### config.mk
export PLATFORM = sky130hd
export DESIGN_NAME = dnn_result_argmax
export DESIGN_NICKNAME = d
export VERILOG_FILES = /design/src/rtl/dnn_result_argmax.sv
export SDC_FILE = /design/constraint.sdc
export NUM_CORES = 1
export LEC_CHECK = 0
export BUFFER_PORTS_ARGS = -buffer_cell sky130_fd_sc_hd__buf_2
export CAP_MARGIN = 10
export CORE_UTILIZATION = 40
export CTS_CLUSTER_DIAMETER = 80
export CTS_CLUSTER_SIZE = 12
export DETAILED_ROUTE_END_ITERATION = 6
export HOLD_SLACK_MARGIN = 0.12
export MAX_ROUTING_LAYER = met4
export PLACE_DENSITY = 0.62
export SLEW_MARGIN = 5
export SYNTH_ARGS = -nofsm -noshare
export SYNTH_HDL_FRONTEND = slang
export SYNTH_SLANG_ARGS = --single-unit
### constraint.sdc
create_clock -name i_clk -period 4 [get_ports i_clk]
set_input_delay 0.8 -clock i_clk [delete_from_list [all_inputs] [get_ports i_clk]]
set_output_delay 0.8 -clock i_clk [all_outputs]
set_load 0.02 [all_outputs]
### src/rtl/dnn_result_argmax.sv
// Classification back-end: captures a vector of signed class scores, scans it
// sequentially for the argmax and serves a registered indexed readout of the bank.
//
// state   | meaning
// --------+----------------------------------------------------------
// ST_IDLE | result (if valid) held; waiting for a start pulse
// ST_SCAN | walking the captured bank, tracking best value and index
module dnn_result_argmax #(
  parameter int DATA_WIDTH  = 6,
  parameter int NUM_CLASSES = 10,
  parameter int IDX_WIDTH   = (NUM_CLASSES > 1) ? $clog2(NUM_CLASSES) : 1
) (
  input  logic                              i_clk,
  input  logic                              i_rst_n,
  input  logic                              i_clear,
  input  logic                              i_start,
  input  logic [NUM_CLASSES*DATA_WIDTH-1:0] i_in_scores,
  output logic                              o_busy,
  output logic                              o_done,
  output logic                              o_valid,
  output logic [IDX_WIDTH-1:0]              o_class_out,
  output logic signed [DATA_WIDTH-1:0]      o_max_out,
  input  logic [IDX_WIDTH-1:0]              i_rd_idx,
  output logic signed [DATA_WIDTH-1:0]      o_rd_data
);

  localparam int CNT_W = IDX_WIDTH + 1;
  localparam logic [CNT_W-1:0] LP_LAST = CNT_W'(NUM_CLASSES);

  typedef enum logic {
    ST_IDLE = 1'b0,
    ST_SCAN = 1'b1
  } state_t;

  state_t                       r_state;
  logic signed [DATA_WIDTH-1:0] r_bank [NUM_CLASSES];
  logic [CNT_W-1:0]             r_cnt;
  logic signed [DATA_WIDTH-1:0] r_best;
  logic [IDX_WIDTH-1:0]         r_best_idx;
  logic [IDX_WIDTH-1:0]         r_class;
  logic signed [DATA_WIDTH-1:0] r_max;
  logic signed [DATA_WIDTH-1:0] r_rd_data;
  logic                         r_busy;
  logic                         r_done;
  logic                         r_valid;

  logic signed [DATA_WIDTH-1:0] w_cur;
  logic signed [DATA_WIDTH-1:0] w_rd_sel;

  // Explicit muxes keep out-of-range indices on bank[0] instead of reading past the array.
  always_comb begin
    w_cur    = r_bank[0];
    w_rd_sel = r_bank[0];
    for (int k = 1; k < NUM_CLASSES; k++) begin
      if (r_cnt == CNT_W'(k))        w_cur    = r_bank[k];
      if (i_rd_idx == IDX_WIDTH'(k)) w_rd_sel = r_bank[k];
    end
  end

  always_ff @(posedge i_clk or negedge i_rst_n) begin
    if (!i_rst_n) begin
      r_state    <= ST_IDLE;
      for (int k = 0; k < NUM_CLASSES; k++) r_bank[k] <= '0;
      r_cnt      <= '0;
      r_best     <= '0;
      r_best_idx <= '0;
      r_class    <= '0;
      r_max      <= '0;
      r_rd_data  <= '0;
      r_busy     <= 1'b0;
      r_done     <= 1'b0;
      r_valid    <= 1'b0;
    end else if (i_clear) begin
      r_state    <= ST_IDLE;
      for (int k = 0; k < NUM_CLASSES; k++) r_bank[k] <= '0;
      r_cnt      <= '0;
      r_best     <= '0;
      r_best_idx <= '0;
      r_class    <= '0;
      r_max      <= '0;
      r_rd_data  <= '0;
      r_busy     <= 1'b0;
      r_done     <= 1'b0;
      r_valid    <= 1'b0;
    end else begin
      r_done    <= 1'b0;
      r_rd_data <= w_rd_sel;
      case (r_state)
        ST_IDLE: begin
          if (i_start) begin
            for (int k = 0; k < NUM_CLASSES; k++)
              r_bank[k] <= i_in_scores[k*DATA_WIDTH +: DATA_WIDTH];
            r_best     <= i_in_scores[DATA_WIDTH-1:0];
            r_best_idx <= '0;
            r_cnt      <= CNT_W'(1);
            r_valid    <= 1'b0;
            r_busy     <= 1'b1;
            r_state    <= ST_SCAN;
          end
        end
        ST_SCAN: begin
          if (r_cnt == LP_LAST) begin
            r_max   <= r_best;
            r_class <= r_best_idx;
            r_done  <= 1'b1;
            r_valid <= 1'b1;
            r_busy  <= 1'b0;
            r_state <= ST_IDLE;
          end else begin
            // Strictly greater: on ties the earliest class keeps the win.
            if (w_cur > r_best) begin
              r_best     <= w_cur;
              r_best_idx <= r_cnt[IDX_WIDTH-1:0];
            end
            r_cnt <= r_cnt + 1'b1;
          end
        end
        default: r_state <= ST_IDLE;
      endcase
    end
  end

  assign o_busy      = r_busy;
  assign o_done      = r_done;
  assign o_valid     = r_valid;
  assign o_class_out = r_class;
  assign o_max_out   = r_max;
  assign o_rd_data   = r_rd_data;

endmodule
==> metrics.cfg <==
[place]
port_buffers=86
pre_cts_slack_ns=0.239
placed_cell_area_sq_um=6030
placed_cells=894
hpwl_um=12300
place_congestion=0.891

[clock_tree]
htree_levels=3
post_cts_buffers=0
clk_path_buf_depth=2
clk_latency_ns=0.35
clock-sinks=95
cts-buffers-inserted=9
clockRootBuffer=clkbuf_16
cts_tree=built
cts.reportedPaths.clkPinSlew_ns=0.06

[power_and_ir_drop]
pwr-share-clk_pct=37.0
power_leakage_nw=2.80
p_total_mw=2.35
p_sw_uw=660
pwr_density_cell_nw_per_um2=370
p_seq_share_pct=45.7
swShare_pct=28.1
vdd_drop_max_mv=0.256
p_int_mw=1.69
power_frac_comb_pct=17.3

[outcome]
status=complete, no violations

[sta]
fin_ws_ns=0.311
rsz0062_at_grt=no
clock_skew_ns=0.00527
whs_ns=0.500
slew_violations=0
setup_viol=0
tns_ns=0
period_needed_ns=3.69
tightest_slew_ns=1.02
slew_headroom_pct=31.9
hold_violations=0
fmax_mhz=271
finalCritPeriodShare_pct=92.2

[critical_path]
worst-path-max-fanout=9
rr_endpoint=r_best[0]
end_kind=flip-flop
r2r_setup_slack_ns=0.31
cp-start-kind=flip-flop
r2r_start=r_cnt[0]
criticalPathCategory=reg2reg
critPathArrivalTime_ns=3.99
crit_required_ns=4.30
reg2reg_depth=16

[layout]
fin_cells=910
fin_area_sq_um=6350
antenna_cells=0
nets=808
final_core_util_pct=47.9
areaGrowthSynthToFinish_pct=16.9
drive_gt1_share_pct=18.3

[routing]
ant_nets=0
vias=5192
wl_per_cell_um=18.5
wl_um=16800
viasPerCell=5.71
drt_iter0_drc=395
drtPass1Iterations=5
route.detailed.drc=0

[yosys]
ys_types=59
yosys.area.top_type=dfrtp_1
synth.most_common_cell=nand2_1
synth_enable_flop_cells=0
synth_top_area_share_pct=43.8
syn_nets=742
synth-main-ff-cell=dfrtp_1
yosysSeqAreaShare_pct=43.8
yosys-top-cells-area=dfrtp_1 44%, nand2_1 12%, a21oi_1 9.0%
yosysWarnings=0
syn_avg_cell_area_sq_um=8.17
synthArstFlopShare_pct=100
synthesis.area_sq_um=5430
synthTopCellsByCount=172 x nand2_1, 98 x a21oi_1, 95 x dfrtp_1, 36 x clkbuf_1, 31 x nor2_1
synthCells=664
ys_ff_latch=95

[global_route]
grt.total_usage_pct=26.0
grt_pass1_vias=5104
grt_max_degree=82
grt_antenna_before_repair=0
grt_pass1_wl_um=27400
grt_overflow=0

[floorplanning]
initial_utilization_pct=41.0
dieArea_sq_um=14000
num_io_pins=87
core-area_sq_um=13200
die_h_um=118
die_x_um=118
rows=42

[run]
maxCapViolations=0

[hold_path]
hp-start=r_best_idx[2]
hold_path_class=reg2reg
min_delay_path_depth=2
holdPathEnd=r_best_idx[2]

cells in the final DEF, fill, tap and decap left out, types with 3 or more instances in the layout:
master and n:
o21ai_0 23, nand4_1 3, o221a_2 4, clkbuf_16 9
mux2i_1 6, nand2b_1 11, xor2_1 3, nor3_1 15
a221oi_1 3, o211ai_1 10, dfrtp_1 95, inv_1 10
a22oi_1 4, a21o_1 4, o22ai_1 9, buf_4 19
nor2_1 31, a31oi_1 7, nand2_1 171, nor3b_1 9
a32o_1 3, buf_2 85, nand3b_1 3, nand3_1 7
o221ai_1 6, o21ai_1 7, ha_1 10, a2111oi_0 3
a21oi_1 98, nor4_1 7, nor2b_1 16
repair_timing:
| action | CTS | global route |
|---|---|---|
| resized for setup | 0 | 1 |
| hold buffers | 0 | 0 |
| setup endpoints to repair | 0 | 4 |
critical path, stage by stage (launching register included):
cell       delay [ns]
dfrtp_1          0.45
inv_1            0.11
ha_1             0.17
nor2b_1          0.04
or4_1            0.54
a2111oi_0        0.41
buf_4            0.19
o21bai_1         0.06
a21oi_1          0.25
ha_1             0.32
nand3_1          0.12
o21ai_0          0.10
a31oi_1          0.15
o21ai_1          0.07
buf_4            0.18
a2111oi_2        0.36
a21o_1           0.12
registers in the layout (all words and copies together) (netlist names):
register and cells:
r_bank 60, r_state 1, r_best 6, r_best_idx 4, r_cnt 5, o_busy 1
o_valid 1, o_rd_data 6, o_done 1, o_class_out 4, o_max_out 6
how the worst max path moves through the flow:
stage	from	endpoint	slack [ns]	cells after the start
after global placement	r_cnt[0]	r_best[0]	0.35	15
after CTS	r_cnt[1]	r_best[0]	0.23	16
after detailed placement	r_cnt[1]	r_best[0]	0.24	16
after global routing	r_cnt[0]	r_best[3]	0.01	17
final	r_cnt[0]	r_best[0]	0.31	16
after floorplan	r_cnt[0]	r_best[2]	0.45	15
layer usage:
| metal | routed length (um) | GRT usage, % | part of all wire, % | up-vias |
|---|---|---|---|---|
| met5 | 0 | - | 0 | - |
| met3 | 1250 | 7.34 | 7.5 | 28 |
| met2 | 7760 | 40.1 | 46 | 178 |
| met4 | 405 | 9.26 | 2.4 | 0 |
| li1 | - | - | - | 2465 |
| met1 | 7380 | 32.8 | 44 | 2521 |
power by group through the flow:
stage	clock (mW)	sequential [mW]	combinational (mW)
4_1_cts	0.887	1.07	0.402
5_1_grt	0.927	1.08	0.457
2_1_floorplan	0	1.07	0.251
3_5_place_dp	0	1.09	0.400
6_report	0.870	1.07	0.406
3_3_place_gp	0	1.09	0.389
cells by family after synthesis:
kind of cell               share of synthesized area (%)
muxes                                               1.11
adders and majority gates                           2.31
AOI/OAI and AO/OA                                   23.1
and+or+nand+nor                                     24.7
xor gates and xnor gates                           0.484
buffers and inverters                               4.43
DFF                                                 43.8
area by class of cell:
type / count / area (sq um)
tap: 176 / 220
multi-input combinational: 508 / 2820
clock buffer: 12 / 256
fill: 1368 / 6900
timing repair buffer: 105 / 588
inverter: 11 / 41.3
sequential: 95 / 2380
clock inverter: 3 / 42.5
No activity file was read; power rests on OpenSTA's default activity.
